<file path="src/rtl/bus_arbiter_pkg.sv">
// Shared types for the bus arbiter: FSM state encoding and client indices.
package bus_arbiter_pkg;

  typedef enum logic [3:0] {
    IDLE, RAM_SETUP, RAM_STROBE, RAM_END,
    TX_SETUP, TX_STROBE, TX_TBRE, TX_TSRE,
    RX_POLL, RX_STROBE, RX_CAPTURE, TURN
  } state_t;

  localparam int NUM_CLI = 3;
  localparam int CLI_RAM = 0;
  localparam int CLI_TX  = 1;
  localparam int CLI_RX  = 2;

endpackage

</file>
<file path="src/rtl/rr_arbiter3.sv">
// Three-way round-robin arbiter: combinational one-hot grant, pointer moves
// past the granted client when advance is asserted.
module rr_arbiter3 (
  input  logic       clk,
  input  logic       rst,
  input  logic [2:0] req,
  input  logic       advance,
  output logic [2:0] grant
);

  logic [1:0] ptr;
  logic [2:0] rot, rot_g;

  // Rotate so the highest-priority client sits at bit 0, pick lowest set bit, rotate back.
  always_comb begin
    case (ptr)
      2'd1:    rot = {req[0], req[2], req[1]};
      2'd2:    rot = {req[1], req[0], req[2]};
      default: rot = req;
    endcase
    rot_g = rot & (~rot + 3'd1);
    case (ptr)
      2'd1:    grant = {rot_g[1], rot_g[0], rot_g[2]};
      2'd2:    grant = {rot_g[0], rot_g[2], rot_g[1]};
      default: grant = rot_g;
    endcase
  end

  always_ff @(posedge clk or negedge rst) begin
    if (!rst)
      ptr <= 2'd0;
    else if (advance && (|grant))
      ptr <= grant[0] ? 2'd1 : (grant[1] ? 2'd2 : 2'd0);
  end

endmodule

</file>
<file path="src/rtl/bus_arbiter.sv">
// Shared-bus arbiter for RAM1 and a UART; one transaction per grant, always closed by a TURN cycle.
// Optional TX status-wait timeout enabled by defining BUS_ARBITER_TIMEOUT_EN.
module bus_arbiter
  import bus_arbiter_pkg::*;
#(
  parameter int STROBE_CYC  = 2,
  parameter int TIMEOUT_CYC = 65535
) (
  input  logic        clk,
  input  logic        rst,
  input  logic        ram_req,
  input  logic        ram_we,
  input  logic [17:0] ram_addr,
  input  logic [15:0] ram_wdata,
  output logic        ram_done,
  output logic [15:0] ram_rdata,
  input  logic        tx_req,
  input  logic [7:0]  tx_data,
  output logic        tx_done,
  input  logic        rx_req,
  output logic        rx_valid,
  output logic [7:0]  rx_data,
  output logic        err,
  input  logic [15:0] bus_i,
  output logic [15:0] bus_o,
  output logic        bus_oe,
  output logic [17:0] ram1_addr,
  output logic        ram1_en,
  output logic        ram1_oe,
  output logic        ram1_we,
  output logic        wrn,
  output logic        rdn,
  input  logic        data_ready,
  input  logic        tbre,
  input  logic        tsre
);

  localparam logic [3:0] STB_LAST = 4'(STROBE_CYC - 1);

  state_t             state;
  logic [3:0]         cnt;
  logic               we_q;
  logic [NUM_CLI-1:0] req, grant;
  logic               advance;

  always_comb begin
    req          = '0;
    req[CLI_RAM] = ram_req;
    req[CLI_TX]  = tx_req;
    req[CLI_RX]  = rx_req;
  end

  assign advance = (state == IDLE);

  rr_arbiter3 u_rr (
    .clk     (clk),
    .rst     (rst),
    .req     (req),
    .advance (advance),
    .grant   (grant)
  );

`ifdef BUS_ARBITER_TIMEOUT_EN
  localparam logic [15:0] TMO_LAST = 16'(TIMEOUT_CYC - 1);
  logic [15:0] tmo;
`else
  assign err = 1'b0;
`endif

  always_ff @(posedge clk or negedge rst) begin
    if (!rst) begin
      state     <= IDLE;
      cnt       <= '0;
      we_q      <= 1'b0;
      ram1_addr <= '0;
      ram1_en   <= 1'b1;
      ram1_oe   <= 1'b1;
      ram1_we   <= 1'b1;
      wrn       <= 1'b1;
      rdn       <= 1'b1;
      bus_o     <= '0;
      bus_oe    <= 1'b0;
      ram_rdata <= '0;
      rx_data   <= '0;
      ram_done  <= 1'b0;
      tx_done   <= 1'b0;
      rx_valid  <= 1'b0;
`ifdef BUS_ARBITER_TIMEOUT_EN
      tmo       <= '0;
      err       <= 1'b0;
`endif
    end else begin
      ram_done <= 1'b0;
      tx_done  <= 1'b0;
      rx_valid <= 1'b0;
`ifdef BUS_ARBITER_TIMEOUT_EN
      err      <= 1'b0;
      tmo      <= tmo + 16'd1;
`endif
      case (state)
        IDLE: begin
          // Client inputs are captured here; later changes have no effect.
          if (grant[CLI_RAM]) begin
            state     <= RAM_SETUP;
            we_q      <= ram_we;
            ram1_addr <= ram_addr;
            ram1_en   <= 1'b0;
            if (ram_we) begin
              bus_o  <= ram_wdata;
              bus_oe <= 1'b1;
            end
          end else if (grant[CLI_TX]) begin
            state  <= TX_SETUP;
            bus_o  <= {8'h00, tx_data};
            bus_oe <= 1'b1;
          end else if (grant[CLI_RX]) begin
            state <= RX_POLL;
          end
        end
        RAM_SETUP: begin
          state <= RAM_STROBE;
          cnt   <= STB_LAST;
          if (we_q) ram1_we <= 1'b0;
          else      ram1_oe <= 1'b0;
        end
        RAM_STROBE: begin
          if (cnt == 4'd0) begin
            state    <= RAM_END;
            ram1_we  <= 1'b1;
            ram1_oe  <= 1'b1;
            ram1_en  <= 1'b1;
            ram_done <= 1'b1;
            if (!we_q) ram_rdata <= bus_i;
          end else begin
            cnt <= cnt - 4'd1;
          end
        end
        RAM_END: begin
          state  <= TURN;
          bus_oe <= 1'b0;
        end
        TX_SETUP: begin
          state <= TX_STROBE;
          wrn   <= 1'b0;
          cnt   <= STB_LAST;
        end
        TX_STROBE: begin
          if (cnt == 4'd0) begin
            state  <= TX_TBRE;
            wrn    <= 1'b1;
            bus_oe <= 1'b0;
`ifdef BUS_ARBITER_TIMEOUT_EN
            tmo    <= '0;
`endif
          end else begin
            cnt <= cnt - 4'd1;
          end
        end
        TX_TBRE: begin
          if (tbre) begin
            state <= TX_TSRE;
`ifdef BUS_ARBITER_TIMEOUT_EN
            tmo   <= '0;
          end else if (tmo == TMO_LAST) begin
            state <= TURN;
            err   <= 1'b1;
`endif
          end
        end
        TX_TSRE: begin
          if (tsre) begin
            state   <= TURN;
            tx_done <= 1'b1;
`ifdef BUS_ARBITER_TIMEOUT_EN
          end else if (tmo == TMO_LAST) begin
            state <= TURN;
            err   <= 1'b1;
`endif
          end
        end
        RX_POLL: begin
          if (!data_ready) begin
            state <= TURN;
          end else begin
            state <= RX_STROBE;
            rdn   <= 1'b0;
            cnt   <= STB_LAST;
          end
        end
        RX_STROBE: begin
          // Capture on the last low cycle so the UART is still driving.
          if (cnt == 4'd0) begin
            state    <= RX_CAPTURE;
            rx_data  <= bus_i[7:0];
            rdn      <= 1'b1;
            rx_valid <= 1'b1;
          end else begin
            cnt <= cnt - 4'd1;
          end
        end
        RX_CAPTURE: state <= TURN;
        TURN:       state <= IDLE;
        default:    state <= IDLE;
      endcase
    end
  end

endmodule

</file>
<file path="config.mk">
export PLATFORM = sky130hd
export DESIGN_NAME = bus_arbiter
export DESIGN_NICKNAME = d
export VERILOG_FILES = /design/src/rtl/bus_arbiter_pkg.sv /design/src/rtl/rr_arbiter3.sv /design/src/rtl/bus_arbiter.sv
export SDC_FILE = /design/constraint.sdc
export NUM_CORES = 1
export LEC_CHECK = 0
export CAP_MARGIN = 40
export CORE_MARGIN = 2
export CORE_UTILIZATION = 44
export CTS_CLUSTER_SIZE = 28
export DETAILED_ROUTE_END_ITERATION = 7
export GPL_TIMING_DRIVEN = 0
export PLACE_DENSITY = 0.89
export SKIP_CTS_REPAIR_TIMING = 1
export SYNTH_ARGS = -nofsm -noshare
export SYNTH_HDL_FRONTEND = slang
export SYNTH_SLANG_ARGS = --single-unit
</file>
<file path="constraint.sdc">
create_clock -name clk -period 2.3 [get_ports clk]
set_input_delay 0.46 -clock clk [delete_from_list [all_inputs] [get_ports clk]]
set_output_delay 0.46 -clock clk [all_outputs]
set_load 0.03 [all_outputs]
</file>
==> impl_results.md, run 1 <==
* Actual slew at the worst max-slew pin at 0.533 ns
* Fmax at 454 MHz
* Clock buffer depth at 2
* Share of synthesized registers carrying an async set or reset at 100%
* Most used DFF post-synth: dfrtp_1
* Area leader, netlist: dfrtp_1
* Wire length per cell at 16.2 um
* Worst reg2reg path startpoint: u_rr.ptr[1]
* Fin crit share at 95.7%
* Global-route wire length before repair at 14.0 mm
* Setup TNS at 0 ns
* DP HPWL at 6.60 mm
* Final Skew at 0.00884 ns
* DR vias at 2855
* Number of fill cells at 620
* R2R cell count at 9
* Area share of the leading cell type in the synthesized netlist at 50.8%
* Clk Latency, worst-skew pair at 0.34 ns
* Yosys warns at 0
* RR Endpoint: bus_o[7]
* Worst VDD drop at 0.756 mV
* Final count of hold timing violations at 0
* I/O pins at 135
* Area contributors post-synth: dfrtp_1, mux2_2, mux2_4
* Vias in the first global route at 2896
* Largest net degree at the start of global routing at 41
* Starting Density at 46.0%
* Shortest period the worst path allows at 2.20 ns
* PD cells at 1450 nW/um^2
* Nets at 502
* DR pass1 iterations at 4
* Clock-pin slew on the worst setup and hold paths at 0.08 ns
* Share of layout cells above drive strength 1 at 23.6%
* Clock sinks at 78
* Distinct cells, synth at 51
* CTS tree: yes
* Pins Over Slew Limit at 0
* Drt total wl at 8.73 mm
* Initial DRC count at 113
* Post-Syn Nets at 354
* Max_cap viols at 0
* # diodes at 0
* Lkg Pwr at 2.32 nW
* Status: completed
* Vias per inst at 5.31
* Post-Syn Instances at 284
* Clk root buf: clkbuf_8
* I/O Buffers at 133
* RD Place Congestion at 0.905
* WHS at 0.0855 ns
* EDFF count, synth at 0
* Final setup vio count at 0
* Initial antenna violation count at 0
* Reg2Reg Setup Slack at 0.12 ns
* Register area share after synthesis at 54.5%
* Crit path launch type: input port
* DRC at 0
* Site row count at 32
* RSZ-0062 raised after global routing: yes
* Critical path fanouts, max at 10
* H-tree levels at 3
* GRT Overall Usage at 20.3%
* Total Power at 7.70 mW
* Syn-to-layout area delta at 47.4%
* Remaining antenna violation count at 0
* Setup CP Type: in2reg
* Die X at 94.4 um
* Worst EP required at 2.52 ns
* Cts bufs inserted at 9
* Die Y at 94.4 um
* Worst EP arrival at 2.42 ns
* Die area at 8910 sq um
* Core ar. at 7810 sq um
* Total grt overflow at 0
* Utilization after layout at 67.9%
* Number of synthesized register bits at 78
* Relative slew slack at 64.3%
* CP Capture Type: flip-flop
* Average cell area after synthesis at 12.7 sq um
* Synth Cell Area at 3590 sq um
* Worst min path class: in2async
-- cells in the final DEF, fill, tap and decap left out, drive strengths merged, types with 3 or more instances in the layout --
master | synthesis | layout
o21ai | 21 | 21
mux2 | 59 | 59
nand2 | 11 | 11
ha | 3 | 3
mux2i | 3 | 3
dfrtp | 73 | 73
nor4 | 3 | 3
a21oi | 7 | 7
and3 | 3 | 3
a22o | 8 | 8
dfstp | 5 | 5
nor2 | 12 | 12
nor2b | 5 | 5
clkbuf | 7 | 17
a21o | 4 | 4
nor3 | 6 | 6
or3 | 3 | 3
inv | 10 | 11
a31oi | 3 | 3
clkdlybuf4s50 | 0 | 132
buf | 10 | 15
-- power breakdown --
part | leakage [nW] | total (mW) | internal [mW] | switching (mW)
combinational | 1.27 | 4.29 | 1.99 | 2.30
sequential | 0.962 | 2.39 | 2.02 | 0.371
clock | 0.0948 | 1.02 | 0.527 | 0.497
total | 2.32 | 7.70 | 4.53 | 3.17
-- cells in the mapped netlist (all sizes together) (2+ instances only) --
| master | count |
|---|---|
| dfrtp | 73 |
| mux2 | 59 |
| o21ai | 21 |
| nor2 | 12 |
| nand2 | 11 |
| buf | 10 |
| inv | 10 |
| a22o | 8 |
| a21oi | 7 |
| clkbuf | 7 |
| nor3 | 6 |
| dfstp | 5 |
| nor2b | 5 |
| a21o | 4 |
| a31oi | 3 |
| and3 | 3 |
| ha | 3 |
| mux2i | 3 |
| nor4 | 3 |
| or3 | 3 |
| and2 | 2 |
| nand3b | 2 |
| o21a | 2 |
| o31ai | 2 |
-- per-stage QoR --
step	setup slack [ns]	std cells	instance area, sq um
detailed placement	-0.336	520	5070
finish	0.0985	538	5300
floorplan	0.285	284	3590
global route	-0.0193	538	5300
global placement	-1.87	519	5050
CTS	0.0207	535	5270
-- cells by family (layout without fill, tap and decap cells) --
group | after synthesis | count (layout) | share of synthesized area [%]
AOI/OAI and AO/OA | 56 | 56 | 10.7
xor gates and xnor gates | 2 | 2 | 0.487
adders and majority gates | 3 | 3 | 1.04
buffers and inverters | 27 | 179 | 4.07
DFF | 78 | 78 | 54.5
muxes | 62 | 62 | 20.3
other | 1 | 1 | 0.104
and+or+nand+nor | 55 | 55 | 8.88
-- per-layer routing --
metal / GRT usage [%] / wire (um) / up-vias
li1: - / - / 1311
met1: 25.0 / 3500 / 1422
met2: 34.3 / 4490 / 111
met3: 5.67 / 617 / 11
met4: 7.00 / 116 / 0
met5: 0 / 0 / -
-- final cells by class --
| cell class | count | area (sq um) | share of cell area [%] |
|---|---|---|---|
| flip-flops and latches | 78 | 1960 | 37.0 |
| plain buffers | 17 | 118 | 2.22 |
| repair buffers | 137 | 1370 | 25.9 |
| clock buffers | 10 | 138 | 2.60 |
| multi-input cells | 179 | 1490 | 28.1 |
| well taps | 102 | 128 | 2.41 |
| clock inverters | 5 | 58.8 | 1.11 |
| inverters | 10 | 37.5 | 0.708 |
-- state kept, by name, summed over array words and instances, names as in the netlist, 2 cells and up --
| register | count |
|---|---|
| rx_data | 8 |
| state | 4 |
| ram1_addr | 18 |
| ram_rdata | 16 |
| bus_o | 16 |
| u_rr.ptr | 2 |
| cnt | 4 |
-- critical path, cell delays in order --
cell,delay [ns]
clkdlybuf4s50_1,0.58
inv_2,0.07
o41ai_4,0.46
nand2_1,0.09
a21o_1,0.19
buf_6,0.14
buf_6,0.14
mux2_4,0.29
-- how the worst max path moves through the flow --
stage	from	to	slack, ns	depth (start not counted)
after global placement	rst	ram1_addr[8]	-1.87	1
after floorplan	cnt[0]	rx_data[0]	0.29	7
after CTS	ram_req	bus_o[7]	0.02	6
final	ram_req	bus_o[7]	0.1	8
after detailed placement	ram_req	bus_o[7]	-0.34	6
after global routing	u_rr.ptr[0]	bus_o[7]	-0.02	9
Note: power is estimated with default switching activity, not from simulation.
==> run 2, diff against run 1 <==
CORE_ASPECT_RATIO = 0.5   (was not set)
==> run 2 against run 1 <==
Clock skew about the same. Non-clock buffer count decreased by 2. Via count down 0.60%. Critical path depth decreased by 2. Utilization grew 0.35 points. Sequential share of layout area down 0.94 points. Cell area rose by 2.6%. Register-to-register slack hardly changed. Sequential cell count did not move. Largest power group unchanged. Highest routed layer unchanged.
==> impl_results.md, run 2 (synthesis gave the netlist of run 1 again) <==
* Sw Share at 39.3% (-1.9 points)
* DR vias at 2838 (-0.60%)
* Setup slack after layout at 0.104 ns (+0.00504 ns)
* Psw at 3.25 mW (+2.4%)
* Max_cap viols at 0 (unchanged)
* RSZ-0062 raised after global routing: no
* Worst EP required at 2.51 ns (about the same)
* Placed Cells incl. Taps at 530 (+1.9%)
* Share of layout cells above drive strength 1 at 23.2% (-0.41 points)
* Die Y at 67.9 um (-28%)
* Setup CP Type: in2reg
* Clk Latency, worst-skew pair at 0.33 ns (about the same)
* Crit path launch type: input port
* Fmax at 455 MHz (+0.23%)
* Drt total wl at 9.06 mm (+3.9%)
* Clk root buf: clkbuf_16
* Final Skew at 0.00862 ns (-0.000225 ns)
* Biggest register: ram1_addr
* Worst VDD drop at 0.765 mV (+1.1%)
* Clock-pin slew on the worst setup and hold paths at 0.06 ns (-0.02 ns)
* Total grt overflow at 0 (unchanged)
* H-tree levels at 3 (unchanged)
* CTS tree: yes
* Wire length per cell at 16.6 um (+2.2%)
* Status: completed
* Initial DRC count at 190 (+68%)
* Share of total power in sequential cells at 28.8% (-2.2 points)
* DP HPWL at 6.58 mm (-0.26%)
* Fin crit share at 95.5% (-0.22 points)
* Lkg Pwr at 2.38 nW (+2.2%)
* CP Capture Type: flip-flop
* Comb power frac at 52.2% (-3.5 points)
* Relative slew slack at 62.8% (-1.5 points)
* Worst min path class: in2async
* Internal power at 5.01 mW (+11%)
* GRT Overall Usage at 20.2% (-0.11 points)
* Core ar. at 7970 sq um (+2.1%)
* Post-route insts no fill at 547 (+1.7%)
* Syn-to-layout area delta at 51.3%
* Cts bufs inserted at 9 (unchanged)
* I/O pins at 135 (unchanged)
* Die area at 8950 sq um (+0.50%)
* Top flop regs: ram1_addr: 18 flops, bus_o: 16 flops, ram_rdata: 16 flops
* DR pass1 iterations at 4 (unchanged)
* Max reg flops at 18 (unchanged)
* PD cells at 1520 nW/um^2 (+4.5%)
* Vias per inst at 5.19 (-2.2%)
* Worst EP arrival at 2.41 ns (about the same)
* Remaining antenna violation count at 0 (unchanged)
* Final setup vio count at 0 (unchanged)
* Initial antenna violation count at 0 (unchanged)
* I/O Buffers at 133 (unchanged)
* Shortest period the worst path allows at 2.20 ns (-0.00504 ns)
* Global-route wire length before repair at 14.0 mm (unchanged)
* Largest net degree at the start of global routing at 58 (+41%)
* # diodes at 0 (unchanged)
* DRC at 0 (unchanged)
* Number of fill cells at 593 (-4.4%)
* RD Place Congestion at 0.843 (-6.9%)
* Actual slew at the worst max-slew pin at 0.556 ns (+0.0228 ns)
* Final count of hold timing violations at 0 (unchanged)
* Worst slack, placed at -0.306 ns (+0.0295 ns)
* Most frequent cells in the layout: clkdlybuf4s50_1, dfrtp_1, mux2_2, o21ai_0, nor2_1
* Vias in the first global route at 2754 (-4.9%)
* Critical path fanouts, max at 10 (unchanged)
* Clock sinks at 78 (unchanged)
* Clock buffer depth at 2 (unchanged)
* Starting Density at 45.1% (-0.95 points)
* Nets at 500 (-0.40%)
* Die X at 132 um (+40%)
* Pins Over Slew Limit at 0 (unchanged)
* Site row count at 23 (-28%)
* Commonest non-fill, non-tap cell in the layout: clkdlybuf4s50_1
* Clk network pwr share at 19.0% (+5.7 points)
run 2: final timing paths:
check	start	endpoint	slack (ns)	cells after the start
worst max register to register	cnt[0]	rx_data[3]	0.13	7
worst max-delay path	ram_req	bus_o[7]	0.10	6
min in group clk	rdn	rdn	0.49	2
worst min-delay path	rst	ram_rdata[4]	0.02	1
worst min register to register	rdn	rdn	0.49	2
max in group asynchronous	rst	ram1_we	1.68	2
run 2: metal layers:
layer / routed length [um] / vias to the layer above / track usage, %
li1: - / 1314 / -
met1: 3680 / 1413 / 23.7
met2: 4770 / 91 / 36.9
met3: 433 / 20 / 4.74
met4: 180 / 0 / 8.15
met5: 0 / - / 0
run 2: critical path: stages:
cell and delay, ns:
clkdlybuf4s50_1 0.59, inv_2 0.07, o41ai_4 0.41, buf_4 0.26, mux2_2 0.35, mux2_4 0.27
run 2: power by group through the flow:
stage               logic, mW  registers (mW)  clock network [mW]
floorplan                1.61            3.41                   0
global placement         4.17            2.34                   0
detailed placement       4.26            2.39                   0
CTS                      4.30            2.38                1.59
global route             4.57            2.46                1.65
finish                   4.31            2.38                1.57
run 2: area by class of cell:
class                      instances  area, sq um  share of cell area, %
buffer                            17          111                   2.05
clock buffer                      11          253                   4.65
clock inverter                     5         81.3                   1.50
inverter                          10         37.5                  0.690
multi-input combinational        179         1490                   27.5
sequential                        78         1960                   36.0
tap                              112          140                   2.58
timing repair buffer             135         1360                   25.1
run 2: per-stage QoR:
step           setup TNS (ns)  area, sq um  util (%)  power (mW)  hold slack (ns)
2_1_floorplan               0         3590         -        5.02            0.164
3_3_place_gp          -150.01         5070      63.6        6.52            0.483
3_5_place_dp            -6.11         5090      63.9        6.65            0.372
4_1_cts                     0         5430      68.1        8.28           0.0138
5_1_grt                     0         5440      68.2        8.67           0.0340
6_report                    0         5440      68.2        8.26           0.0158
==> run 3, diff against run 2 <==
clock period = 2.5 ns   (was 2.3 ns; I/O delays follow)
==> run 3 against run 2 <==
Sequential cell count unchanged. Sequential share of layout area up 0.083 points. Combinational power fell by 8.4%. Die area is the same. Clock skew grew 0.00099 ns. Critical path depth unchanged. Cell area down 0.23%. Wire length hardly changed. Setup slack improved by 0.094 ns. Total power decreased by 8.2%.
==> impl_results.md, run 3 (synthesis gave the netlist of run 1 again) <==
* Crit path launch type: input port
* Finished Cell Area at 5430 sq um (-0.23%)
* Remaining antenna violation count at 0 (unchanged)
* Psw at 2.98 mW (-8.0%)
* Shortest period the worst path allows at 2.30 ns
* Initial antenna violation count at 0 (unchanged)
* Total grt overflow at 0 (unchanged)
* RD Place Congestion at 0.843 (unchanged)
* DRC at 0 (unchanged)
* Clock sinks at 78 (unchanged)
* Initial DRC count at 156 (-18%)
* Worst EP arrival at 2.51 ns (+0.10 ns)
* Starting Density at 45.1% (unchanged)
* Comb power frac at 52.1% (about the same)
* RR Endpoint: ram_rdata[6]
* Sw Share at 39.4% (+0.068 points)
* Die area at 8950 sq um (unchanged)
* Worst EP required at 2.71 ns (+0.20 ns)
* Max reg flops at 18 (unchanged)
* Commonest non-fill, non-tap cell in the layout: clkdlybuf4s50_1
* Fin crit share at 92.1%
* H-tree levels at 3 (unchanged)
* Worst min path class: in2async
* PD cells at 1400 nW/um^2 (-8.0%)
* Cts bufs inserted at 9 (unchanged)
* Vias in the first global route at 2754 (unchanged)
* Share of total power in sequential cells at 28.9% (about the same)
* Clk root buf: clkbuf_16
* DR vias at 2836 (-0.070%)
* Cell area after placement at 5090 sq um (unchanged)
* Crit-path cells: clkdlybuf4s50_1 > inv_2 > o41ai_4 > buf_2 > mux2_2 > mux2_4
* Lkg Pwr at 2.37 nW (-0.18%)
* Fmax at 434 MHz
* Clock-pin slew on the worst setup and hold paths at 0.06 ns (about the same)
* CP Capture Type: flip-flop
* Placed Cells incl. Taps at 530 (unchanged)
* Largest net degree at the start of global routing at 58 (unchanged)
* Wire length per cell at 16.6 um (+0.22%)
* Core ar. at 7970 sq um (unchanged)
* Top flop regs: ram1_addr: 18 flops, bus_o: 16 flops, ram_rdata: 16 flops
* Worst slack, placed at -0.146 ns (+0.160 ns)
* Pins Over Slew Limit at 0 (unchanged)
* Die X at 132 um (unchanged)
* Setup slack after layout at 0.198 ns (+0.0940 ns)
* Relative slew slack at 63.0% (+0.19 points)
* Most frequent cells in the layout: clkdlybuf4s50_1, dfrtp_1, mux2_2, o21ai_0, nor2_1
* Biggest register: ram1_addr
* M3 GR Usage at 4.74% (unchanged)
* Final Skew at 0.00960 ns (+0.000985 ns)
* Syn-to-layout area delta at 50.9%
* GRT Overall Usage at 20.2% (unchanged)
* Die Y at 67.9 um (unchanged)
* CP startpoint: ram_req
* Setup CP Type: in2reg
* Worst reg2reg path startpoint: cnt[0]
* Critical path fanouts, max at 10 (unchanged)
* Clock buffer depth at 2 (unchanged)
* CTS tree: yes
* Final count of hold timing violations at 0 (unchanged)
* GR Util met2 at 36.9% (unchanged)
* DP HPWL at 6.58 mm (unchanged)
* Site row count at 23 (unchanged)
* RSZ-0062 raised after global routing: no
* GR Util met1 at 23.7% (unchanged)
* CP peak stage delay at 0.59 ns (about the same)
* # diodes at 0 (unchanged)
* I/O pins at 135 (unchanged)
* Drt total wl at 9.07 mm (about the same)
* Actual slew at the worst max-slew pin at 0.555 ns (-0.000402 ns)
* Global-route wire length before repair at 14.0 mm (unchanged)
* Clk network pwr share at 19.0% (about the same)
* GRT busiest layer: met2
* Setup TNS at 0 ns (unchanged)
* Vias per inst at 5.19 (+0.11%)
* R2R cell count at 7 (unchanged)
* Clk Latency, worst-skew pair at 0.33 ns (about the same)
* Status: completed
* Post-route insts no fill at 546 (-0.18%)
* Internal power at 4.59 mW (-8.3%)
* Final setup vio count at 0 (unchanged)
* Worst VDD drop at 0.701 mV (-8.3%)
* Nets at 499 (-0.20%)
* Slowest CP cell: clkdlybuf4s50_1
* Share of layout cells above drive strength 1 at 22.8% (-0.41 points)
* Reg2Reg Setup Slack at 0.24 ns (+0.11 ns)
* Max_cap viols at 0 (unchanged)
* DR pass1 iterations at 5 (+1)
* Utilization after layout at 68.1% (-0.16 points)
* I/O Buffers at 133 (unchanged)
==> run 3: changes by cell type in the layout (fill, tap and decap cells not counted), sizes merged <==
cell / before / now
buf: 13 / 12
==> run 3: worst max-delay path by stage <==
stage	to	slack (ns)	depth (start not counted)
after floorplan	rx_data[0]	0.49	7
after global placement	bus_o[1]	-1.76	1
after detailed placement	bus_o[7]	-0.15	6
after CTS	bus_o[7]	0.20	6
after global routing	ram_rdata[6]	0.11	7
final	bus_o[7]	0.20	6
==> run 3: critical path, delay by kind of cell <==
kind	cells	cell delay [ns]
compound gates	1	0.40
mux	2	0.63
buf+inv	3	0.98
==> run 3: through the flow <==
stage	total power, mW	hold WS [ns]
finish	7.58	0.0548
detailed placement	6.12	0.412
global route	7.96	0.0740
floorplan	4.62	0.204
CTS	7.62	0.0538
global placement	5.99	0.483
==> run 3: cell type report <==
cell class,instances,area (sq um)
multi-input combinational,179,1490
clock inverter,5,81.3
inverter,10,37.5
buffer,17,109
timing repair buffer,134,1360
tap,112,140
clock buffer,11,253
sequential,78,1960
fill,595,2550
==> run 3: layer usage <==
metal / share of wire, % / up-vias
li1: - / 1314
met1: 40 / 1401
met2: 53 / 106
met3: 5.4 / 15
met4: 1.8 / 0
met5: 0 / -
==> run 3: power groups by stage <==
stage | sequential, mW | clock [mW] | combinational, mW
global placement | 2.16 | 0 | 3.84
global route | 2.26 | 1.52 | 4.18
finish | 2.19 | 1.44 | 3.95
floorplan | 3.14 | 0 | 1.48
detailed placement | 2.20 | 0 | 3.92
CTS | 2.19 | 1.47 | 3.96
